[src/rtl/div_wb_buffer_if.sv]
// Bundle of the divider-result, flush and CDB-side signals around div_wb_buffer.
// The slave modport is the buffer's view; the master modport is the surrounding pipeline's view.
`ifndef ROB_LEN
`define ROB_LEN 16
`endif

interface div_wb_buffer_if #(
    parameter int DEPTH   = 4,
    parameter int ROB_LEN = `ROB_LEN
);
    localparam int IW = $clog2(ROB_LEN);
    localparam int OW = $clog2(DEPTH) + 1;

    logic               div_o_valid;
    logic [IW-1:0]      div_o_rob_idx;
    logic [6:0]         div_o_rd;
    logic [31:0]        div_o_data;
    logic               div_i_ready;
    logic               mispredict;
    logic [ROB_LEN-1:0] flush_mask;
    logic               cdb_req;
    logic               cdb_gnt;
    logic [IW-1:0]      cdb_rob_idx;
    logic [6:0]         cdb_rd;
    logic [31:0]        cdb_data;
    logic [OW-1:0]      occupancy;

    // Handshakes: a result transfers on a rising edge with div_o_valid && div_i_ready;
    // a CDB broadcast transfers on a rising edge with cdb_req && cdb_gnt.
    modport slave (
        input  div_o_valid, div_o_rob_idx, div_o_rd, div_o_data,
        input  mispredict, flush_mask, cdb_gnt,
        output div_i_ready, cdb_req, cdb_rob_idx, cdb_rd, cdb_data, occupancy
    );

    modport master (
        output div_o_valid, div_o_rob_idx, div_o_rd, div_o_data,
        output mispredict, flush_mask, cdb_gnt,
        input  div_i_ready, cdb_req, cdb_rob_idx, cdb_rd, cdb_data, occupancy
    );
endinterface

[src/rtl/div_wb_buffer.sv]
// Circular writeback FIFO between the divider result port and the CDB, with mispredict
// squashing of stored and incoming results and one-cycle draining of killed slots.
`ifndef ROB_LEN
`define ROB_LEN 16
`endif

module div_wb_buffer #(
    parameter int DEPTH = 4
) (
    input logic            clk,
    input logic            rst,
    div_wb_buffer_if.slave bus
);
    localparam int IW = $clog2(`ROB_LEN);
    localparam int PW = $clog2(DEPTH);
    localparam int CW = PW + 1;

    logic [DEPTH-1:0] valid_q, valid_d;
    logic [IW-1:0]    rob_q  [DEPTH];
    logic [IW-1:0]    rob_d  [DEPTH];
    logic [6:0]       rd_q   [DEPTH];
    logic [6:0]       rd_d   [DEPTH];
    logic [31:0]      data_q [DEPTH];
    logic [31:0]      data_d [DEPTH];
    logic [PW-1:0]    head_q, head_d;
    logic [PW-1:0]    tail_q, tail_d;
    logic [CW-1:0]    count_q, count_d;

    logic not_empty;
    logic head_valid;
    logic head_kill;
    logic req;
    logic pop;
    logic ready;
    logic push;
    logic in_kill;

    // Pop uses only the registered head valid bit and the grant, so div_i_ready never
    // depends on div_o_valid or mispredict. A grant while the head is being squashed
    // simply retires that doomed entry early.
    always_comb begin
        not_empty  = (count_q != '0);
        head_valid = valid_q[head_q];
        head_kill  = bus.mispredict && bus.flush_mask[rob_q[head_q]];
        req        = not_empty && head_valid && !head_kill;
        pop        = not_empty && (!head_valid || bus.cdb_gnt);
        ready      = (count_q != CW'(DEPTH)) || pop;
        push       = bus.div_o_valid && ready;
        in_kill    = bus.mispredict && bus.flush_mask[bus.div_o_rob_idx];
    end

    always_comb begin
        for (int i = 0; i < DEPTH; i++) begin
            valid_d[i] = valid_q[i] && !(bus.mispredict && bus.flush_mask[rob_q[i]]);
            rob_d[i]   = rob_q[i];
            rd_d[i]    = rd_q[i];
            data_d[i]  = data_q[i];
        end
        if (push) begin
            valid_d[tail_q] = !in_kill;
            rob_d[tail_q]   = bus.div_o_rob_idx;
            rd_d[tail_q]    = bus.div_o_rd;
            data_d[tail_q]  = bus.div_o_data;
        end
        head_d  = head_q + PW'(pop);
        tail_d  = tail_q + PW'(push);
        count_d = count_q + CW'(push) - CW'(pop);
    end

    always_ff @(posedge clk or negedge rst) begin
        if (!rst) begin
            valid_q <= '0;
            head_q  <= '0;
            tail_q  <= '0;
            count_q <= '0;
            for (int i = 0; i < DEPTH; i++) begin
                rob_q[i]  <= '0;
                rd_q[i]   <= '0;
                data_q[i] <= '0;
            end
        end else begin
            valid_q <= valid_d;
            head_q  <= head_d;
            tail_q  <= tail_d;
            count_q <= count_d;
            for (int i = 0; i < DEPTH; i++) begin
                rob_q[i]  <= rob_d[i];
                rd_q[i]   <= rd_d[i];
                data_q[i] <= data_d[i];
            end
        end
    end

    assign bus.div_i_ready = ready;
    assign bus.cdb_req     = req;
    assign bus.cdb_rob_idx = rob_q[head_q];
    assign bus.cdb_rd      = rd_q[head_q];
    assign bus.cdb_data    = data_q[head_q];
    assign bus.occupancy   = count_q;
endmodule

[src/flat_wrapper.sv]
// flat-port wrapper written by rule: the top's interface ports become plain ports
module div_wb_buffer_flat 
#(
    parameter int DEPTH = 4
)
  (clk, rst, bus_div_o_valid, bus_div_o_rob_idx, bus_div_o_rd, bus_div_o_data, bus_mispredict, bus_flush_mask, bus_cdb_gnt, bus_div_i_ready, bus_cdb_req, bus_cdb_rob_idx, bus_cdb_rd, bus_cdb_data, bus_occupancy);
  div_wb_buffer_if #(.DEPTH(DEPTH), .ROB_LEN((`ROB_LEN))) bus_i ();
  input logic clk;
  input logic rst;
  input wire logic [$bits(bus_i.div_o_valid)-1:0] bus_div_o_valid;
  input wire logic [$bits(bus_i.div_o_rob_idx)-1:0] bus_div_o_rob_idx;
  input wire logic [$bits(bus_i.div_o_rd)-1:0] bus_div_o_rd;
  input wire logic [$bits(bus_i.div_o_data)-1:0] bus_div_o_data;
  input wire logic [$bits(bus_i.mispredict)-1:0] bus_mispredict;
  input wire logic [$bits(bus_i.flush_mask)-1:0] bus_flush_mask;
  input wire logic [$bits(bus_i.cdb_gnt)-1:0] bus_cdb_gnt;
  output wire logic [$bits(bus_i.div_i_ready)-1:0] bus_div_i_ready;
  output wire logic [$bits(bus_i.cdb_req)-1:0] bus_cdb_req;
  output wire logic [$bits(bus_i.cdb_rob_idx)-1:0] bus_cdb_rob_idx;
  output wire logic [$bits(bus_i.cdb_rd)-1:0] bus_cdb_rd;
  output wire logic [$bits(bus_i.cdb_data)-1:0] bus_cdb_data;
  output wire logic [$bits(bus_i.occupancy)-1:0] bus_occupancy;
  assign bus_i.div_o_valid = bus_div_o_valid;
  assign bus_i.div_o_rob_idx = bus_div_o_rob_idx;
  assign bus_i.div_o_rd = bus_div_o_rd;
  assign bus_i.div_o_data = bus_div_o_data;
  assign bus_i.mispredict = bus_mispredict;
  assign bus_i.flush_mask = bus_flush_mask;
  assign bus_i.cdb_gnt = bus_cdb_gnt;
  assign bus_div_i_ready = bus_i.div_i_ready;
  assign bus_cdb_req = bus_i.cdb_req;
  assign bus_cdb_rob_idx = bus_i.cdb_rob_idx;
  assign bus_cdb_rd = bus_i.cdb_rd;
  assign bus_cdb_data = bus_i.cdb_data;
  assign bus_occupancy = bus_i.occupancy;
  div_wb_buffer #(.DEPTH(DEPTH)) u_core (.clk(clk), .rst(rst), .bus(bus_i));
endmodule
[config.mk]
export PLATFORM = sky130hd
export DESIGN_NAME = div_wb_buffer_flat
export DESIGN_NICKNAME = d
export VERILOG_FILES = /design/src/rtl/div_wb_buffer_if.sv /design/src/rtl/div_wb_buffer.sv /design/src/flat_wrapper.sv
export SDC_FILE = /design/constraint.sdc
export NUM_CORES = 1
export LEC_CHECK = 0
export ABC_AREA = 1
export BUFFER_PORTS_ARGS = -buffer_cell sky130_fd_sc_hd__buf_4
export CAP_MARGIN = 20
export CORE_ASPECT_RATIO = 0.7
export CORE_UTILIZATION = 59
export CTS_CLUSTER_SIZE = 10
export DETAILED_ROUTE_END_ITERATION = 10
export PLACE_DENSITY = 0.84
export RECOVER_POWER = 100
export SLEW_MARGIN = 20
export SYNTH_ARGS = -nofsm -noshare
export SYNTH_HDL_FRONTEND = slang
export SYNTH_SLANG_ARGS = --single-unit
[constraint.sdc]
create_clock -name clk -period 2.4 [get_ports clk]
set_input_delay 0.48 -clock clk [delete_from_list [all_inputs] [get_ports clk]]
set_output_delay 0.48 -clock clk [all_outputs]
set_load 0.02 [all_outputs]
==> impl_metrics.py, run 1 <==
metrics = {
    "timing": {
        "hold_viol": 0,
        "maxSlewHeadroom": 0.363,
        "fin_crit_ns": 2.50,
        "timing.fmax_ghz": 0.400,
        "fin_ws_ns": -0.0969,
        "setup_viol": 3,
        "maxSlewViolCount": 0,
        "worst_pin_slew_ns": 0.956,
        "clock_skew_ns": 0.0155,
        "rsz0062_at_grt": "true",
        "period_share": 1.04,
        "setup_tns_ns": -0.177,
    },
    "drt": {
        "viasPerCell": 5.94,
        "firstDrtPassIters": 6,
        "avgRoutedWirePerCell_um": 17.4,
        "drc": 0,
        "wl_mm": 24.4,
        "drt_iter0_markers": 963,
        "drtAntennaViolNets": 0,
        "vias": 8339,
    },
    "grt": {
        "grt-ovfl-total": 0,
        "grtUsageTotal": 0.302,
        "grt_max_degree": 88,
        "antenna_found_initial": 0,
        "grt_pass1_vias": 7422,
        "grt_pass1_wl_mm": 37.7,
    },
    "status": {
        "outcome": "complete, but fails checks",
        "violations": "negative setup slack",
    },
    "synthesis": {
        "ys_seq_elements": 183,
        "synthCells": 1106,
        "avgSynthCellArea_um2": 8.30,
        "syn-num-nets": 1173,
        "synth-seq-area-share": 0.499,
        "yosysWarnings": 0,
        "netlist_area_um2": 9180,
        "synth_cell_types": 33,
    },
    "final_layout": {
        "finish.net_count": 1262,
        "area_delta_synth_final_pct": 20.2,
        "num-fill-cells": 1097,
        "diodes": 0,
        "final_common_cell": "nand2_1",
        "design_area_um2": 11000,
        "utilization": 0.738,
        "drive_gt1_frac": 0.210,
        "final_cell_mix": "nand2_1, dfrtp_1, o21ai_0",
    },
    "worst_setup_path": {
        "crit_path_end_kind": "output port",
        "cp-start-kind": "flop",
        "cp.arrival_ns": 2.02,
        "crit_path_cell_trace": "buf_12 > clkinv_8 > nand2_2 > nand3_4 > buf_8 > nand3_2 > nand3_1 > nand3_1 > nand3_2 > nand3_2 > nand2_1 > inv_1 > buf_6",
        "crit_type": "reg -> out",
        "max_stage_delay_ns": 0.38,
        "cp_max_fo": 8,
        "crit_buf_inv": 5,
        "critPathRequiredTime_ns": 1.92,
        "worst_path_most_repeated_cell": "nand3_2",
        "cp_top_family": "simple AND/OR/NAND/NOR gates",
        "slowest_stage": "dfrtp_2",
    },
    "place": {
        "gp_congestion": 0.977,
        "place.port_buffers": 111,
        "hpwlAfterDp_mm": 14.2,
        "place_ws_ns": 0.199,
        "post_dp_cell_area_um2": 10000,
    },
    "clock_network": {
        "cts_tree": "built",
        "root_buffer": "clkbuf_16",
        "cts_sinks": 183,
        "cts_made_buffers": 17,
        "htreeDepth": 4,
        "clk_path_buf_depth": 2,
        "clkSlewWorstSetupHoldPaths_ns": 0.08,
        "clock_latency_ns": 0.43,
    },
    "die": {
        "start_util": 0.614,
        "ios": 112,
        "die-area_um2": 16100,
        "die_height_um": 106,
        "core_um2": 15000,
        "rows": 37,
        "die_w_um": 151,
    },
    "pwr": {
        "seqPwrFrac": 0.312,
        "p_int_uw": 9640,
        "pwr-share-comb": 0.528,
        "p_sw_uw": 7890,
        "p_sw_frac": 0.450,
        "leakagePower_uw": 0.00515,
        "p_per_area_nw_per_um2": 1590,
        "power_frac_clock": 0.161,
        "peakVddDrop_v": 0.000915,
    },
    "job": {
        "drv_cap": 0,
    },
    "min_path": {
        "min-delay-path-class": "in -> reg",
    },
}
power by group through the flow:
stage	logic, uW	clock network (uW)	registers (uW)
6_report	9250	2820	5460
5_1_grt	10000	2990	5610
4_1_cts	8610	2850	5410
3_5_place_dp	8230	0	5450
3_3_place_gp	8000	0	5410
2_1_floorplan	5870	0	5190
per-stage QoR:
step,hold slack (ns),cells,total power (uW)
3_3_place_gp,0.412,1357,13400
5_1_grt,0.310,1403,18600
6_report,0.287,1403,17500
3_5_place_dp,0.413,1357,13700
2_1_floorplan,0.184,1106,11100
4_1_cts,0.281,1398,16900
layer usage:
metal / track usage / share of wire
met5: 0 / 0
met4: 0.0943 / 0.019
met3: 0.0515 / 0.096
met2: 0.450 / 0.45
met1: 0.450 / 0.43
synthesized netlist by cell type:
library cell	instances	area, um2
nand2_1	225	845
dfrtp_1	183	4580
o21ai_0	173	866
nor2_1	85	319
inv_1	76	285
nand3_1	63	315
o21ai_1	47	235
o21a_1	39	293
o22ai_1	39	244
clkbuf_1	37	139
a21oi_1	31	155
buf_2	22	110
o21ai_2	21	184
o211ai_1	12	90.1
buf_6	11	124
nand2_2	10	62.6
buf_4	4	30.0
buf_8	3	45.0
nand2_4	3	33.8
nand2_8	3	60.1
nand3b_1	3	22.5
xor2_1	3	26.3
ha_1	2	25.0
inv_4	2	12.5
a31oi_1	1	6.26
a32oi_1	1	8.76
buf_1	1	3.75
clkbuf_2	1	5.00
fa_1	1	20.0
inv_6	1	8.76
nor2_4	1	11.3
o21bai_1	1	7.51
or2_4	1	8.76
worst register-to-register path: stages, from the launching register on:
cell     delay (ns)
dfrtp_2        0.42
buf_12         0.15
inv_4          0.11
buf_4          0.13
nand2_1        0.05
nand3_1        0.07
nand2_1        0.08
or2_4          0.26
nand2_4        0.08
nand2_4        0.06
nand2_4        0.10
inv_8          0.09
ha_1           0.20
inv_1          0.06
fa_1           0.40
inv_1          0.06
cell families after synthesis:
family          count (synthesis)  synth area share
fa+ha+maj                       3           0.00491
xor+xnor                        3           0.00286
buf+inv                       158            0.0831
compound gates                365             0.228
flops                         183             0.499
simple gates                  394             0.183
cell type report:
class                           count  area, um2  share of cell area
Clock inverter                     14        173              0.0156
Multi-Input combinational cell    768       4060               0.368
Clock buffer                       18        439              0.0398
Tap cell                          195        244              0.0221
Timing Repair inverter              1       6.26            0.000567
Timing Repair Buffer              145       1210               0.110
Inverter                           79        322              0.0291
Sequential cell                   183       4580               0.415
what timing repair did:
action                     4_1_cts  5_1_grt
setup endpoints to repair       28      118
resized for setup               26       45
setup buffers                    6        3
hold endpoints to repair        36        0
hold buffers                     1        0
cloned                           2        2
pin swaps                       10       17
flip-flops by register name, indices dropped and copies added, names as in the netlist:
name	cells
u_core.bus.occupancy	3
u_core.data_q	128
u_core.head_q	2
u_core.rd_q	28
u_core.rob_q	16
u_core.tail_q	2
u_core.valid_q	4
final timing paths:
check | from | to | slack (ns) | cells after the start
hold reg to reg | u_core.data_q[74] | u_core.data_q[74] | 0.48 | 2
hold / removal | bus_div_o_rob_idx[2] | u_core.rob_q[2] | 0.29 | 3
min in group asynchronous | rst | u_core.data_q[107] | 0.73 | 2
setup / recovery | u_core.head_q[0] | bus_cdb_req | -0.1 | 13
setup reg to reg | u_core.head_q[0] | u_core.bus.occupancy[1] | 0.02 | 15
max in group asynchronous | rst | u_core.head_q[1] | 0.30 | 3
(Power assumes the default switching activity.)
==> run 2: changes to the inputs <==
--- a/config.mk
+++ b/config.mk
@@ -12,8 +12,7 @@
 export CORE_UTILIZATION = 59
 export CTS_CLUSTER_SIZE = 10
 export DETAILED_ROUTE_END_ITERATION = 10
-export PLACE_DENSITY = 0.84
-export RECOVER_POWER = 100
+export PLACE_DENSITY = 0.82
 export SLEW_MARGIN = 20
 export SYNTH_ARGS = -nofsm -noshare
 export SYNTH_HDL_FRONTEND = slang
==> run 2 against run 1 <==
Against the previous run: the run ends with negative hold slack, negative setup slack left; maximum frequency down 2.4%; clock skew decreased by 0.0048 ns; cell area increased by 0.57%; clock-buffer cell count unchanged; worst hold slack got worse by 0.29 ns; largest power group unchanged; combinational power increased by 2%; first-iteration DRC count fell by 2.2%; largest cell class unchanged; setup slack lost 0.061 ns; power rose by 0.59%; utilization is 0.42 points higher; die area unchanged; critical path depth is 1 lower.
==> impl_metrics.py, run 2 (synthesized netlist as in run 1, its figures left out) <==
metrics = {
    "status": {
        "outcome": "complete, but fails checks",
        "violations": "negative hold slack, negative setup slack",
    },
    "pwr": {
        "p_per_area_nw_per_um2": 1590,
        "peakVddDrop_v": 0.000870,
        "power_uw": 17600,
        "leakagePower_uw": 0.00517,
    },
    "drt": {
        "drtAntennaViolNets": 0,
        "viasPerCell": 5.81,
        "firstDrtPassIters": 5,
        "vias": 8182,
        "drt_iter0_markers": 942,
        "drc": 0,
        "avgRoutedWirePerCell_um": 17.5,
        "wl_mm": 24.7,
    },
    "final_layout": {
        "area_delta_synth_final_pct": 20.9,
        "largest_reg_flops": 128,
        "diodes": 0,
        "utilization": 0.742,
        "drive_gt1_frac": 0.223,
        "finish.net_count": 1267,
        "num-fill-cells": 1106,
        "final_common_cell": "nand2_1",
        "final_cell_mix": "nand2_1, dfrtp_1, o21ai_0",
        "final-seq-area_um2": 4580,
        "multiInputGateArea_um2": 4060,
        "top_register": "u_core.data_q",
        "reg.largest.list": "u_core.data_q (128), u_core.rd_q (28), u_core.rob_q (16)",
    },
    "worst_setup_path": {
        "crit_path_cell_trace": "buf_6 > nand2_2 > nand3_4 > buf_6 > nand3_1 > nand3_1 > nand3_1 > nand3_1 > nand3_2 > nand2_2 > inv_2 > buf_6",
        "r2r_setup_slack_ns": -0.10,
        "critPathRequiredTime_ns": 1.92,
        "crit_buf_inv": 4,
        "cp_max_fo": 8,
        "r2r-start": "u_core.head_q[0]",
        "slowest_stage": "dfrtp_2",
        "reg2reg_to": "u_core.bus.occupancy[2]",
        "crit_cells": 12,
        "cp.arrival_ns": 2.08,
        "r2r_cells": 14,
        "max_stage_delay_ns": 0.49,
        "worst_path_most_repeated_cell": "nand3_1",
        "crit_path_end_kind": "output port",
        "crit_type": "reg -> out",
        "cp-start-kind": "flop",
        "cp_top_family": "simple AND/OR/NAND/NOR gates",
    },
    "grt": {
        "grt-ovfl-total": 0,
        "grt_pass1_vias": 7515,
        "antenna_found_initial": 0,
        "grtUsageTotal": 0.304,
        "grt_max_degree": 88,
        "grt_pass1_wl_mm": 37.7,
    },
    "clock_network": {
        "clk_path_buf_depth": 2,
        "clkSlewWorstSetupHoldPaths_ns": 0.07,
        "cts_hold_buf": 0,
        "root_buffer": "clkbuf_16",
        "clock_latency_ns": 0.43,
        "htreeDepth": 4,
        "cts_tree": "built",
        "cts_sinks": 183,
        "cts_made_buffers": 17,
    },
    "timing": {
        "clock_skew_ns": 0.0108,
        "setup_viol": 7,
        "fin_crit_ns": 2.56,
        "timing.hold.ws_ns": -0.00299,
        "hold_viol": 1,
        "timing.fmax_ghz": 0.391,
        "period_share": 1.07,
        "maxSlewHeadroom": 0.485,
        "rsz0062_at_grt": "true",
        "worst_pin_slew_ns": 0.770,
        "fin_ws_ns": -0.158,
        "maxSlewViolCount": 0,
    },
    "place": {
        "hpwlAfterDp_mm": 14.8,
        "place_ws_ns": 0.129,
        "gp_congestion": 0.937,
        "place.port_buffers": 111,
    },
    "die": {
        "ios": 112,
        "die-area_um2": 16100,
        "die_height_um": 106,
        "rows": 37,
        "core_um2": 15000,
        "start_util": 0.614,
        "die_w_um": 151,
    },
    "min_path": {
        "min-delay-path-class": "in -> async",
    },
    "job": {
        "drv_cap": 0,
    },
}
[run 2: cell types whose count changed in the layout (fill, tap and decap cells not counted), moves of 5 or more]
cell and change:
o21ai_0 -26, o21ai_1 +20, nand3_1 +8, nand3_2 -8, clkinv_8 -7, buf_12 +5, o21ai_2 +5
[run 2: repair_timing]
| action | in CTS | in global routing |
|---|---|---|
| setup buffers | 7 | 3 |
| setup endpoints to repair | 30 | 39 |
| resized for setup | 23 | 85 |
| pin swaps | 3 | 12 |
| gates cloned | 1 | 2 |
[run 2: where the power goes]
group,internal [uW],switching [uW]
Sequential,4550,998
Clock,1370,1300
Combinational,3820,5590
[run 2: worst max path at each step]
stage | start | end | slack, ns
5_1_grt | u_core.head_q[0] | bus_cdb_req | -0.21
6_report | u_core.head_q[0] | bus_cdb_req | -0.16
3_5_place_dp | u_core.head_q[0] | u_core.bus.occupancy[2] | 0.13
3_3_place_gp | u_core.head_q[0] | bus_cdb_req | 0.23
4_1_cts | u_core.head_q[0] | bus_cdb_req | -0.08
2_1_floorplan | u_core.head_q[0] | bus_cdb_data[27] | 0.22
[run 2: per-layer routing]
metal  global-route usage  wire (um)  up-vias
met3               0.0704       2210       42
met5                    0          0        -
met4               0.0864        382        0
met1                0.430      10700     3871
li1                     -          -     3888
met2                0.470      11400      381
[run 2: cell type report]
class / instances / area share
sequential: 183 / 0.413
clock inverter: 14 / 0.0113
multi-input combinational: 767 / 0.366
timing repair buffer: 152 / 0.121
tap: 195 / 0.0220
clock buffer: 18 / 0.0387
inverter: 79 / 0.0283
[run 2: worst reg2reg max path: stages (launching register included)]
cell      delay (ns)
dfrtp_2         0.49
clkinv_4        0.13
buf_6           0.15
buf_4           0.13
nand2_1         0.06
nand3_1         0.07
nand2_1         0.09
or2_4           0.14
nand2_4         0.06
nor2_2          0.13
o21bai_1        0.16
ha_1            0.19
inv_1           0.06
fa_1            0.37
xor2_1          0.17
[run 2: per-stage QoR]
stage	instance area (um2)	setup TNS [ns]	instances
finish	11100	-0.495	1408
global route	11100	-2.11	1408
CTS	10800	-0.134	1403
detailed placement	10100	0	1363
global placement	10100	0	1363
floorplan	9180	0	1106
